**src/rtl/typedef_pkg.sv**
```systemverilog
// Shared bus typedefs for the CPU-side bus slice.
// Address/data widths plus the arbiter state encoding.
package typedef_pkg;

  localparam int ADDR_W = 32;
  localparam int DATA_W = 32;

  typedef logic [ADDR_W-1:0] address_t;
  typedef logic [DATA_W-1:0] data_t;

  typedef enum logic [1:0] {
    IDLE,
    BUSY,
    DONE
  } arb_state_t;

  // Index width for an N-entry vector, never below 1 bit.
  function automatic int idx_w(input int n);
    return (n > 1) ? $clog2(n) : 1;
  endfunction

endpackage

```
**src/rtl/cpu_bus_arbiter_rr_pick.sv**
```systemverilog
// rr_pick: combinational round-robin picker.
// Ports: req (N-bit request vector), ptr (search start),
//        onehot (winner), idx (winner index).
// Searches upward from ptr with wrap; all-zero out if req is 0.
module rr_pick
  import typedef_pkg::*;
#(
  parameter int N = 4
) (
  input  logic [N-1:0]          req,
  input  logic [idx_w(N)-1:0]   ptr,
  output logic [N-1:0]          onehot,
  output logic [idx_w(N)-1:0]   idx
);

  localparam int IW = idx_w(N);
  localparam int PW = IW + 1;

  logic [PW-1:0] p;
  logic          found;

  always_comb begin
    onehot = '0;
    idx    = '0;
    found  = 1'b0;
    p      = '0;
    for (int k = 0; k < N; k++) begin
      p = {1'b0, ptr} + PW'(k);
      if (p >= PW'(N)) begin
        p = p - PW'(N);
      end
      if (!found && req[p[IW-1:0]]) begin
        found              = 1'b1;
        onehot[p[IW-1:0]]  = 1'b1;
        idx                = p[IW-1:0];
      end
    end
  end

endmodule

```
**src/rtl/cpu_bus_arbiter.sv**
```systemverilog
// cpu_bus_arbiter: round-robin owner of the CPU-side bus into APB.
// Ports: clk, rst (sync, active-high); req/req_addr/req_data/req_sel
//   from NUM_REQ requesters; gnt/done/err back to them;
//   APBMASTERENABLE/addr/data/CPUSEL to the APB master; CPUREADY back.
// All outputs registered. A watchdog of TIMEOUT_CYCLES BUSY cycles
// aborts a transfer (0 disables it).
module cpu_bus_arbiter
  import typedef_pkg::*;
#(
  parameter int NUM_REQ        = 4,
  parameter int TIMEOUT_CYCLES = 64
) (
  input  logic               clk,
  input  logic               rst,
  input  logic [NUM_REQ-1:0] req,
  input  address_t           req_addr [NUM_REQ],
  input  data_t              req_data [NUM_REQ],
  input  address_t           req_sel  [NUM_REQ],
  output logic [NUM_REQ-1:0] gnt,
  output logic [NUM_REQ-1:0] done,
  output logic [NUM_REQ-1:0] err,
  output logic               APBMASTERENABLE,
  output address_t           addr,
  output data_t              data,
  output address_t           CPUSEL,
  input  logic               CPUREADY
);

  localparam int IW = idx_w(NUM_REQ);
  localparam int TW =
    (TIMEOUT_CYCLES > 0) ? $clog2(TIMEOUT_CYCLES + 1) : 1;
  localparam logic [TW-1:0] TLAST = TW'(TIMEOUT_CYCLES - 1);
  localparam bit WD_ON = (TIMEOUT_CYCLES != 0);

  arb_state_t         state;
  logic [IW-1:0]      rr_ptr;
  logic [IW-1:0]      owner;
  logic [TW-1:0]      timer;

  logic [NUM_REQ-1:0] win_oh;
  logic [IW-1:0]      win_idx;
  logic [IW-1:0]      ptr_nxt;
  logic               tmo;

  rr_pick #(
    .N(NUM_REQ)
  ) u_pick (
    .req    (req),
    .ptr    (rr_ptr),
    .onehot (win_oh),
    .idx    (win_idx)
  );

  assign tmo = WD_ON && (timer == TLAST);

  // Next search starts just past the owner that completed.
  assign ptr_nxt =
    (owner == IW'(NUM_REQ - 1)) ? '0 : owner + 1'b1;

  always_ff @(posedge clk) begin
    if (rst) begin
      state           <= IDLE;
      rr_ptr          <= '0;
      owner           <= '0;
      timer           <= '0;
      gnt             <= '0;
      done            <= '0;
      err             <= '0;
      APBMASTERENABLE <= 1'b0;
      addr            <= '0;
      data            <= '0;
      CPUSEL          <= '0;
    end else begin
      unique case (state)
        IDLE: begin
          if (|req) begin
            gnt             <= win_oh;
            owner           <= win_idx;
            addr            <= req_addr[win_idx];
            data            <= req_data[win_idx];
            CPUSEL          <= req_sel[win_idx];
            APBMASTERENABLE <= 1'b1;
            timer           <= '0;
            state           <= BUSY;
          end
        end
        BUSY: begin
          // CPUREADY has priority over a coincident timeout.
          if (CPUREADY || tmo) begin
            APBMASTERENABLE <= 1'b0;
            done            <= gnt;
            err             <= CPUREADY ? '0 : gnt;
            rr_ptr          <= ptr_nxt;
            state           <= DONE;
          end else if (WD_ON) begin
            timer <= timer + 1'b1;
          end
        end
        DONE: begin
          done  <= '0;
          err   <= '0;
          gnt   <= '0;
          state <= IDLE;
        end
        default: begin
          state <= IDLE;
        end
      endcase
    end
  end

endmodule

```
**config.mk**
```make
export PLATFORM = sky130hd
export DESIGN_NAME = cpu_bus_arbiter
export DESIGN_NICKNAME = d
export VERILOG_FILES = /design/src/rtl/typedef_pkg.sv /design/src/rtl/cpu_bus_arbiter_rr_pick.sv /design/src/rtl/cpu_bus_arbiter.sv
export SDC_FILE = /design/constraint.sdc
export NUM_CORES = 1
export LEC_CHECK = 0
export BUFFER_PORTS_ARGS = -buffer_cell sky130_fd_sc_hd__buf_2
export CORE_AREA = 2 2 194 196
export CTS_CLUSTER_SIZE = 20
export DETAILED_ROUTE_END_ITERATION = 12
export DIE_AREA = 0 0 196 198
export GPL_ROUTABILITY_DRIVEN = 0
export PLACE_DENSITY = 0.51
export SLEW_MARGIN = 20
export SYNTH_ARGS = -nofsm -noshare
export SYNTH_HDL_FRONTEND = slang
export SYNTH_HIERARCHICAL = 1
export SYNTH_SLANG_ARGS = --single-unit
export TNS_END_PERCENT = 1
```
**constraint.sdc**
```tcl
create_clock -name clk -period 4.6 [get_ports clk]
set_input_delay 0.69 -clock clk [delete_from_list [all_inputs] [get_ports clk]]
set_output_delay 0.69 -clock clk [all_outputs]
set_load 0.01 [all_outputs]
```
==> results of run 1 <==
registers in the layout, indices dropped and copies added (netlist names):
register,cells
rr_ptr,2
CPUSEL,32
addr,32
timer,7
done,4
gnt,4
owner,2
data,32
APBMASTERENABLE,1
state,2
err,4
per-stage QoR:
step / std cells / instance area [sq um] / total power [mW] / setup WS [ns]
after floorplan: 713 / 7090 / 2.17 / 1.42
after global placement: 1635 / 10100 / 2.67 / 0.853
after detailed placement: 1635 / 10100 / 2.68 / 0.792
after CTS: 1666 / 10700 / 4.14 / 0.759
after global routing: 1670 / 10700 / 4.31 / 0.509
final: 1673 / 10700 / 4.06 / 0.866
worst min-delay path by stage:
| stage | endpoint | slack [ns] | depth (start not counted) |
|---|---|---|---|
| 6_report | addr[14]$_SDFFE_PP0P_ | 0.45 | 2 |
| 5_1_grt | err[0]$_SDFFE_PP0P_ | 0.47 | 2 |
| 4_1_cts | CPUSEL[4]$_SDFFE_PP0P_ | 0.45 | 2 |
| 2_1_floorplan | owner[1]$_SDFFE_PP0P_ | 0.44 | 2 |
| 3_3_place_gp | CPUSEL[7]$_SDFFE_PP0P_ | 0.44 | 2 |
| 3_5_place_dp | addr[13]$_SDFFE_PP0P_ | 0.44 | 2 |
power by group:
part | leakage, nW | switching, mW | internal [mW]
combinational | 3.46 | 0.672 | 0.692
sequential | 1.00 | 0.0716 | 1.20
clock | 0.303 | 0.518 | 0.915
total | 4.77 | 1.26 | 2.80
cells by family (layout without fill, tap and decap cells):
| logic type | Yosys count | after routing | share of synthesized area (%) |
|---|---|---|---|
| simple gates | 265 | 265 | 16.0 |
| compound gates | 147 | 147 | 11.1 |
| other cells | 0 | 7 | 0 |
| mux | 106 | 106 | 32.7 |
| buf+inv | 66 | 545 | 4.55 |
| flops | 122 | 122 | 34.5 |
| fa+ha+maj | 7 | 7 | 1.24 |
worst max-delay path, stage by stage, from the launching register on:
cell and delay [ns]:
sky130_fd_sc_hd__dfxtp_1 0.31, sky130_fd_sc_hd__buf_4 0.17, sky130_fd_sc_hd__inv_1 0.11, sky130_fd_sc_hd__ha_1 0.47, sky130_fd_sc_hd__mux4_2 0.41, sky130_fd_sc_hd__nor2_1 0.11, sky130_fd_sc_hd__o31ai_4 0.80, sky130_fd_sc_hd__buf_12 0.37
sky130_fd_sc_hd__mux4_2 0.55, sky130_fd_sc_hd__nand2_1 0.14, sky130_fd_sc_hd__a21oi_1 0.08
cells in the final DEF (no fill, tap or decap), drive strengths merged:
| cell | netlist | final |
|---|---|---|
| or3 | 2 | 2 |
| clkinv | 0 | 7 |
| nand4b | 5 | 5 |
| nor4 | 1 | 1 |
| a22oi | 8 | 8 |
| bufinv | 0 | 4 |
| inv | 3 | 3 |
| o21a | 2 | 2 |
| a31oi | 4 | 4 |
| clkbuf | 25 | 19 |
| a22o | 1 | 1 |
| or4 | 1 | 1 |
| ha | 7 | 7 |
| a32oi | 1 | 1 |
| dfxtp | 122 | 122 |
| nor2 | 6 | 6 |
| nor2b | 3 | 3 |
| and3 | 2 | 2 |
| a21o | 2 | 2 |
| o21bai | 1 | 1 |
| nor3 | 7 | 7 |
| nand2b | 4 | 4 |
| clkinvlp | 0 | 1 |
| o31ai | 2 | 2 |
| o21ai | 14 | 14 |
| diode | 0 | 7 |
| or3b | 2 | 2 |
| mux4 | 100 | 100 |
| nand2 | 216 | 216 |
| buf | 38 | 511 |
| nand3b | 2 | 2 |
| nor3b | 1 | 1 |
| a21oi | 111 | 111 |
| o22ai | 1 | 1 |
| mux2i | 6 | 6 |
| nand3 | 12 | 12 |
| and3b | 1 | 1 |
routing by layer:
metal | GRT usage, % | routed length [microns]
met1 | 17.3 | 11200
met3 | 4.72 | 2480
met2 | 22.7 | 14100
met4 | 4.71 | 523
met5 | 0 | 12
area by class of cell:
| class | instances | area, sq um | area share [%] |
|---|---|---|---|
| clock buffer | 19 | 443 | 4.14 |
| tap | 474 | 593 | 5.55 |
| multi-input combinational | 525 | 4360 | 40.8 |
| timing repair buffer | 511 | 2650 | 24.8 |
| inverter | 3 | 11.3 | 0.105 |
| sequential | 122 | 2440 | 22.8 |
| clock inverter | 12 | 174 | 1.63 |
| antenna | 7 | 17.5 | 0.164 |
==> metrics.md, run 1 <==
| Metric | Value |
|---|---|
| Number of port buffers | approximately 500 |
| Final wirelength | approximately 28000 microns |
| Mapped Cells | ~710 |
| Number of fill cells in the layout | slightly below 4000 |
| Clock-pin slew reported for the worst setup and hold paths after clock tree synthesis | around 0.06 ns |
| Number of enable flip-flop cells after synthesis | 0 |
| Data arrival time at the worst-slack endpoint | around 4 ns |
| Initial Utilization | about a fifth |
| Max Fanout on Critical Path | 39 |
| Maximum vdd drop | 0.241 mV |
| Most instantiated cells after synthesis | 216 x sky130_fd_sc_hd__nand2_1, 122 x sky130_fd_sc_hd__dfxtp_1, 111 x sky130_fd_sc_hd__a21oi_1, 99 x sky130_fd_sc_hd__mux4_2, 32 x sky130_fd_sc_hd__buf_2 |
| Clock tree from TritonCTS | yes |
| Class of the worst hold path | reg2reg |
| Clock tree buffer depth | 2 |
| Final setup TNS | 0 ns |
| Kind of start point of the critical path | register |
| Net Count, Synth | approximately 1100 |
| Congestion Overflow GR | 0 |
| Slew @ Worst Pin | 1.00 ns |
| Number of top-level pins | 500 |
| Number of warnings printed during yosys synthesis | 6 |
| Clock insertion delay at the later pin of the skew report | 0.43 ns |
| Leading area contributor after synthesis | sky130_fd_sc_hd__dfxtp_1 |
| Critical path required time | 4.88 ns |
| Share of Yosys cell area claimed by the top area cell type | 34.5% |
| Critical Path End Type | register |
| RSZ-0062 raised after global routing | false |
| Avg WL per Cell | 16.9 microns |
| Critical path destination | data[26]$_SDFFE_PP0P_ |
| Height of the chip | ~200 microns |
| Number of antenna violations at the first check in global routing | 7 |
| Prevailing post-synth register cell | sky130_fd_sc_hd__dfxtp_1 |
| Peak clock frequency supported by timing | around 270 MHz |
| Register bit total from synthesis | approximately 120 |
| Area of the core region | 37000 sq um |
| Crit path from | rr_ptr[1]$_SDFFE_PP0P_ |
| 1st-pass router iterations | 4 |
| Clock Skews | 0.0103 ns |
| Result of the run | finished clean |
| Remaining max-slew budget at the tightest pin | ~33% |
| First DRT Iteration DRCs | 360 |
| Area contributors post-synth | sky130_fd_sc_hd__dfxtp_1 34%, sky130_fd_sc_hd__mux4_2 31%, sky130_fd_sc_hd__nand2_1 11%, sky130_fd_sc_hd__a21oi_1 7.8%, sky130_fd_sc_hd__buf_2 2.3% |
| Critical register-to-register path endpoint | data[26]$_SDFFE_PP0P_ |
| Die Footprint | between 30000 and 40000 sq um |
| DRC errors left | 0 |
| Number of distinct standard cells referenced by the synthesized netlist | 44 |
| Power density of the placed cells | 380 nW/um^2 |
| Fin crit share | ~81% |
| Async set or reset register ratio after synthesis | 0% |
| Hold slack | 0.450 ns |
| Syn Area/Cell | 9.94 sq um |
| # resized after CTS | 0 |
| Overall global routing resource usage | 14.0% |
| Nets | approximately 1600 |
| Critical register-to-register path startpoint | rr_ptr[1]$_SDFFE_PP0P_ |
| Max H-tree Level | 4 |
| Clk Tree Root Cell | sky130_fd_sc_hd__clkbuf_16 |
| Total number of clock tree sinks | between 100 and 150 |
| Leakage power summed over all cells | 4.77 nW |
| TritonCTS Buffers | 17 |
| DP Wirelength | roughly 23000 microns |
| Max-cap violations | 0 |
| Internal reg-to-reg setup slack | just under 0.9 ns |
| Wire length of the first global-routing pass | between 40000 and 50000 microns |
| Number of vias per cell | 4.51 |
| Chip Width | 196 microns |
| Vias in the first global route | approximately 7200 |
| Detailed-route via count | around 7500 |
| Startpoint-to-endpoint class of the critical path | reg2reg |
| Share of cells above drive strength 1 | between 50% and 60% |
| Cell with the most instances after synthesis | sky130_fd_sc_hd__nand2_1 |
| Post-CTS Setup Inserts | 0 |
| Count of cells along the worst register-to-register path | 10 |
| Hold Crit Start | addr[14]$_SDFFE_PP0P_ |
| Total number of placement rows | 71 |
| Layout area overhead | 50.9% |
| Fin. Hold Viols | 0 |
| Share of the core filled with cells in the final layout | just under 30% |
| Post-synthesis instance area | between 7000 and 8000 sq um |
| Setup Viol. Count Final | 0 |
| Number of hold buffers added after cts | 0 |
| Fraction of the yosys area taken by sequential cells | between 30% and 40% |
| ANT nets after route | 0 |
| Largest net degree at the start of global routing | 65 |
| Final critical path time including I/O delays and setup | around 3.7 ns |
| Final slew viol count | 0 |
Power figures use the tool's default switching activity.
==> inputs of run 2 (changes only) <==
- clock period: 4.6 -> 3.9 ns (I/O delays scaled with it)
==> run 2 against run 1 <==
Global-route usage about the same. Largest cell class unchanged. Fmax up 19%. Final cell count down 0.24%.
==> metrics.md, run 2 (same netlist as run 1, synthesis figures left out) <==
| Metric | Value |
|---|---|
| Number of antenna violations at the first check in global routing | 4 |
| Max H-tree Level | 4 |
| Clock-pin slew reported for the worst setup and hold paths after clock tree synthesis | around 0.060 ns |
| Most used cells in the layout excluding fill and tap cells | 498 x sky130_fd_sc_hd__buf_2, 216 x sky130_fd_sc_hd__nand2_1, 122 x sky130_fd_sc_hd__dfxtp_1, 111 x sky130_fd_sc_hd__a21oi_1, 99 x sky130_fd_sc_hd__mux4_2 |
| Leakage power summed over all cells | between 4 and 5 nW |
| DP Wirelength | around 23000 microns |
| ANT nets after route | 0 |
| Delay of the slowest critical-path stage | 0.60 ns |
| Number of port buffers | 499 |
| Power density of the placed cells | 448 nW/um^2 |
| Peak clock frequency supported by timing | roughly 320 MHz |
| Final wirelength | 28300 microns |
| Clock Skews | between 0.007 and 0.008 ns |
| Largest net degree at the start of global routing | 63 |
| 1st-pass router iterations | 5 |
| Area of the core region | ~37000 sq um |
| Maximum vdd drop | 0.284 mV |
| Clock insertion delay at the later pin of the skew report | between 0.4 and 0.5 ns |
| Number of top-level pins | 500 |
| Most frequent CP cell | sky130_fd_sc_hd__mux4_2 |
| Largest regs | CPUSEL x32, addr x32, data x32 |
| Startpoint-to-endpoint class of the critical path | reg2reg |
| Layout area overhead | 50.7% |
| Share of the core filled with cells in the final layout | between 20% and 30% |
| Min setup slack post-route | 0.772 ns |
| RSZ-0062 raised after global routing | false |
| Data arrival time at the worst-slack endpoint | approximately 3.4 ns |
| Clock tree from TritonCTS | yes |
| Overall global routing resource usage | roughly 14% |
| # resized after CTS | 0 |
| Critical Path End Type | register |
| Initial Utilization | between 10% and 20% |
| Avg WL per Cell | about 17 microns |
| Crit path from | rr_ptr[1]$_SDFFE_PP0P_ |
| Height of the chip | 198 microns |
| Clk Tree Root Cell | sky130_fd_sc_hd__clkbuf_16 |
| Fin crit share | about four fifths |
| Class of the worst hold path | reg2reg |
| Remaining max-slew budget at the tightest pin | around 54% |
| Wire length of the first global-routing pass | 41400 microns |
| Total number of placement rows | 71 |
| Highest-delay cell along the critical path | sky130_fd_sc_hd__mux4_2 |
| Final critical path time including I/O delays and setup | 3.13 ns |
| Fin. Hold Viols | 0 |
| Die Footprint | slightly below 40000 sq um |
| Critical path required time | 4.20 ns |
| Kind of start point of the critical path | register |
| Worst setup slack after placement | between 0.7 and 0.8 ns |
| Setup Viol. Count Final | 0 |
| Number of hold buffers added after cts | 0 |
| Number of fill cells in the layout | 4023 |
| Final slew viol count | 0 |
| Hold slack | about 0.45 ns |
| TritonCTS Buffers | 17 |
| Nets | around 1600 |
| Clock tree buffer depth | 2 |
| Post-CTS Setup Inserts | 0 |
| Share of cells above drive strength 1 | roughly 54% |
| Critical register-to-register path startpoint | rr_ptr[1]$_SDFFE_PP0P_ |
| Most common cell after layout, fill and taps aside | sky130_fd_sc_hd__buf_2 |
| Slew @ Worst Pin | 0.690 ns |
| Max Fanout on Critical Path | between 40 and 50 |
| Detailed-route via count | 7483 |
| Result of the run | finished clean |
| Final setup TNS | 0 ns |
| First DRT Iteration DRCs | 450 |
| Chip Width | roughly 200 microns |
| Max-cap violations | 0 |
| Congestion Overflow GR | 0 |
| Total number of clock tree sinks | between 100 and 150 |
| Series of cell instances along the critical path | inv_1, ha_1, mux4_2, nor2b_4, o21ai_1, o31ai_4, buf_12, mux4_2, nand2_1, a21oi_1 |
| Hold Crit Start | data[15]$_SDFFE_PP0P_ |
| Vias in the first global route | 7338 |
| DRC errors left | 0 |
| Number of vias per cell | between 4 and 5 |
## run 2: cell count changes in the layout (fill, tap and decap cells not counted), sizes merged
cell / previous run / this run
buf: 511 / 510
inv: 3 / 4
clkinvlp: 1 / 2
diode: 7 / 3
clkbuf: 19 / 20
clkinv: 7 / 5
## run 2: final timing paths
| check | end | slack [ns] | cells after the start |
|---|---|---|---|
| hold reg to reg | data[15]$_SDFFE_PP0P_ | 0.45 | 2 |
| hold / removal | data[15]$_SDFFE_PP0P_ | 0.45 | 2 |
| setup reg to reg | CPUSEL[9]$_SDFFE_PP0P_ | 0.77 | 10 |
| setup / recovery | CPUSEL[9]$_SDFFE_PP0P_ | 0.77 | 10 |
## run 2: area by class of cell
type	instances	area (sq um)	area share (%)
Antenna cell	3	7.51	0.0703
Clock buffer	20	437	4.09
Inverter	3	11.3	0.105
Multi-Input combinational cell	525	4360	40.8
Clock inverter	12	173	1.62
Tap cell	474	593	5.55
Timing Repair Buffer	510	2660	24.9
Sequential cell	122	2440	22.9
## run 2: through the flow
| step | power, mW | cell area, sq um | cells |
|---|---|---|---|
| after detailed placement | 3.15 | 10100 | 1634 |
| after CTS | 4.87 | 10700 | 1666 |
| final | 4.78 | 10700 | 1669 |
| after global placement | 3.14 | 10100 | 1634 |
| after floorplan | 2.56 | 7090 | 713 |
| after global routing | 5.06 | 10700 | 1668 |
## run 2: report_power, final
group          switching [mW]  internal [mW]  leakage [nW]  total, mW
clock                   0.614           1.07         0.294       1.68
sequential             0.0914           1.41          1.00       1.50
combinational           0.785          0.816          3.46       1.60
## run 2: metal layers
| layer | track usage (%) | share of wire, % | wire (microns) | vias to the layer above |
|---|---|---|---|---|
| met5 | 0 | 0.039 | 11 | - |
| met4 | 3.79 | 1.5 | 431 | 2 |
| met3 | 4.97 | 8.1 | 2300 | 20 |
| met2 | 23.8 | 50 | 14100 | 319 |
| met1 | 16.8 | 40 | 11400 | 3588 |
| li1 | - | - | - | 3554 |
## run 2: worst max-delay path, delay by kind of cell, from the launching register on
kind	cells	cell delay [ns]
flops	1	0.33
simple gates	2	0.31
fa+ha+maj	1	0.47
mux	2	1.08
compound gates	3	0.28
buf+inv	2	0.43
==> inputs of run 3 (changes only) <==
- ABC_AREA: unset -> 1
- CORE_AREA: 2 2 194 196 -> 2 2 195 197
- DIE_AREA: 0 0 196 198 -> 0 0 197 199
- PLACE_DENSITY: 0.51 -> 0.53
- clock period: 3.9 -> 3.2 ns (I/O delays scaled with it)
==> run 3 against run 2 <==
Setup slack worse by 0.32 ns. Via count is 33% higher. Critical endpoint is now CPUSEL[12]$_SDFFE_PP0P_. Fmax up 14%. Cell area increased by 7.6%. Non-clock buffer count grew 13. Routed wire length grew 19%. Synthesized area up 12%.
==> metrics.md, run 3 <==
| Metric | Value |
|---|---|
| Clock tree from TritonCTS | yes |
| Switching Fraction | around two fifths |
| Critical register-to-register path startpoint | rr_ptr[1]$_SDFFE_PP0P_ |
| Hold slack | 0.407 ns |
| Clk Tree Root Cell | sky130_fd_sc_hd__clkbuf_16 |
| Number of enable flip-flop cells after synthesis | 0 |
| Startpoint-to-endpoint class of the critical path | reg2reg |
| Hold EP | CPUSEL[23]$_SDFFE_PP0P_ |
| Share of cells above drive strength 1 | a little over a third |
| Avg WL per Cell | about 16 microns |
| Count of cells along the worst register-to-register path | 14 |
| 1st-pass router iterations | 5 |
| Nets | 2037 |
| Clock-pin slew reported for the worst setup and hold paths after clock tree synthesis | approximately 0.060 ns |
| Peak clock frequency supported by timing | ~360 MHz |
| Number of warnings printed during yosys synthesis | 6 |
| Non-Filler Cell Area, Final | approximately 11000 sq um |
| Remaining max-slew budget at the tightest pin | 63.0% |
| Number of hold buffers added after cts | 0 |
| Max Fanout on Critical Path | 56 |
| Leading area contributor after synthesis | sky130_fd_sc_hd__dfxtp_1 |
| Critical path required time | roughly 3.6 ns |
| Fraction of the yosys area taken by sequential cells | 30.6% |
| Wire length of the first global-routing pass | 49700 microns |
| Critical Path End Type | register |
| Area contributors post-synth | sky130_fd_sc_hd__dfxtp_1 31%, sky130_fd_sc_hd__nor2_1 9.9%, sky130_fd_sc_hd__o21a_1 9.0%, sky130_fd_sc_hd__a21oi_1 7.7%, sky130_fd_sc_hd__o22ai_1 7.5% |
| Final setup TNS | 0 ns |
| Internal reg-to-reg setup slack | 0.45 ns |
| Chip Width | just under 200 microns |
| Kind of start point of the critical path | register |
| Power density of the placed cells | approximately 600 nW/um^2 |
| Vias in the first global route | roughly 9400 |
| Mapped Cells | approximately 1200 |
| Post-detailed-placement cell area | 10900 sq um |
| DRC errors left | 0 |
| Series of cell instances along the critical path | bufinv_8, ha_1, inv_1, nand3_1, nand2_1, nand3_1, nor2_1, nor2_1, nor2_4, buf_12, buf_12, o21ai_0, o22ai_1, o21a_1 |
| Clock insertion delay at the later pin of the skew report | approximately 0.44 ns |
| Most common cell after layout, fill and taps aside | sky130_fd_sc_hd__buf_2 |
| Max-cap violations | 0 |
| Internal power | between 4 and 5 mW |
| Delay of the slowest critical-path stage | approximately 0.34 ns |
| Clock tree buffer depth | 2 |
| Most used cells in the layout excluding fill and tap cells | 498 x sky130_fd_sc_hd__buf_2, 209 x sky130_fd_sc_hd__nor2_1, 123 x sky130_fd_sc_hd__a21oi_1, 122 x sky130_fd_sc_hd__dfxtp_1, 113 x sky130_fd_sc_hd__inv_1 |
| Register bit total from synthesis | approximately 120 |
| Setup Viol. Count Final | 0 |
| Slew @ Worst Pin | 0.555 ns |
| Fraction of power consumed by the clock network | between 30% and 40% |
| Layout area overhead | 44.2% |
| Most instantiated cells after synthesis | 210 x sky130_fd_sc_hd__nor2_1, 123 x sky130_fd_sc_hd__a21oi_1, 122 x sky130_fd_sc_hd__dfxtp_1, 113 x sky130_fd_sc_hd__inv_1, 111 x sky130_fd_sc_hd__o21ai_0 |
| Class of the worst hold path | in2reg |
| # resized after CTS | 0 |
| Post-CTS Setup Inserts | 0 |
| First DRT Iteration DRCs | about 460 |
| Hold Crit Start | req_sel[119] |
| Number of top-level pins | 500 |
| Number of distinct standard cells referenced by the synthesized netlist | 32 |
| Highest-delay cell along the critical path | sky130_fd_sc_hd__dfxtp_1 |
| Async set or reset register ratio after synthesis | 0% |
| Leakage power summed over all cells | 5.40 nW |
| Share of Yosys cell area claimed by the top area cell type | between 30 and 40% |
| Maximum vdd drop | between 0.3 and 0.4 mV |
| Initial Utilization | a little over a fifth |
| Cell depth of the worst hold path | 4 |
| Number of antenna violations at the first check in global routing | 4 |
| Congestion Overflow GR | 0 |
| Height of the chip | 199 microns |
| ANT nets after route | 0 |
| Max H-tree Level | 4 |
| Fin. Hold Viols | 0 |
| Total number of placement rows | 71 |
| Cell with the most instances after synthesis | sky130_fd_sc_hd__nor2_1 |
| Fin crit share | a little under nine tenths |
| RSZ-0062 raised after global routing | false |
| Logic pwr share | 42.1% |
| Die Footprint | between 30000 and 40000 sq um |
| Post-synthesis instance area | around 8000 sq um |
| Area of the core region | approximately 37000 sq um |
| Largest regs | CPUSEL x32, addr x32, data x32 |
| Syn Area/Cell | roughly 6.7 sq um |
| Final critical path time including I/O delays and setup | between 2 and 3 ns |
| Total number of clock tree sinks | 122 |
| Register share of total power | approximately 28% |
| Critical register-to-register path endpoint | CPUSEL[12]$_SDFFE_PP0P_ |
| Final wirelength | around 34000 microns |
| Number of vias per cell | between 4 and 5 |
| Largest net degree at the start of global routing | 84 |
| NetSw | between 2 and 3 mW |
| TritonCTS Buffers | 17 |
| Net Count, Synth | between 1500 and 2000 |
| Detailed-route via count | 9941 |
| Clock Skews | approximately 0.0066 ns |
| Number of port buffers | 499 |
| DP Wirelength | roughly 25000 microns |
| Data arrival time at the worst-slack endpoint | between 3 and 4 ns |
| Final slew viol count | 0 |
| Prevailing post-synth register cell | sky130_fd_sc_hd__dfxtp_1 |
| Result of the run | finished clean |
| Overall global routing resource usage | roughly 16% |
==> run 3: critical path: cells and delay by family (launching register included) <==
| kind | cells | cell delay [ns] |
|---|---|---|
| flip-flops | 1 | 0.34 |
| adder cells (fa/ha/maj) | 1 | 0.32 |
| AND/OR/NAND/NOR | 6 | 0.69 |
| AO/OA/AOI/OAI | 3 | 0.44 |
| buffers and inverters | 4 | 0.86 |
==> run 3: routing by layer <==
metal,vias up,GRT usage (%),part of all wire [%]
met5,-,0,0.059
met2,383,28.7,49
met4,4,5.24,2.0
met1,4506,18.5,41
li1,5013,-,-
met3,35,5.60,8.4
==> run 3: power by group through the flow <==
stage,Sequential (mW),Combinational [mW],Clock [mW]
finish,1.92,2.93,2.10
global route,1.95,3.29,2.24
CTS,1.92,2.97,2.18
detailed placement,1.95,2.96,0
global placement,1.94,2.93,0
floorplan,2.05,1.82,0
==> run 3: stage by stage <==
stage / instances / setup slack, ns / power, mW / utilization [%]
after floorplan: 1198 / 0.600 / 3.87 / -
after global placement: 2094 / 0.532 / 4.86 / 29.2
after detailed placement: 2094 / 0.483 / 4.91 / 29.2
after CTS: 2126 / 0.444 / 7.07 / 30.9
after global routing: 2127 / 0.181 / 7.48 / 30.9
final: 2129 / 0.449 / 6.95 / 31.0
==> run 3: final cells by class <==
class                      instances  area [sq um]
inverter                         119           472
tap                              474           593
clock buffer                      20           457
fill                            4132         25600
clock inverter                    12           170
sequential                       122          2440
antenna                            3          7.51
multi-input combinational        856          4530
timing repair buffer             523          2820
==> run 3: kinds of logic after synthesis <==
| logic type | share of synthesized area (%) |
|---|---|
| AO/OA/AOI/OAI | 37.1 |
| adder cells (fa/ha/maj) | 1.10 |
| buffers and inverters | 12.9 |
| flip-flops | 30.6 |
| AND/OR/NAND/NOR | 18.2 |
==> run 3: worst max-delay path by stage <==
stage | endpoint | startpoint | slack (ns) | cells past startpoint
2_1_floorplan | data[12]$_SDFFE_PP0P_ | rr_ptr[1]$_SDFFE_PP0P_ | 0.60 | 16
3_3_place_gp | data[9]$_SDFFE_PP0P_ | rr_ptr[1]$_SDFFE_PP0P_ | 0.53 | 14
3_5_place_dp | data[9]$_SDFFE_PP0P_ | rr_ptr[1]$_SDFFE_PP0P_ | 0.48 | 14
4_1_cts | data[9]$_SDFFE_PP0P_ | rr_ptr[1]$_SDFFE_PP0P_ | 0.44 | 14
5_1_grt | CPUSEL[8]$_SDFFE_PP0P_ | rr_ptr[1]$_SDFFE_PP0P_ | 0.18 | 14
6_report | CPUSEL[12]$_SDFFE_PP0P_ | rr_ptr[1]$_SDFFE_PP0P_ | 0.45 | 14
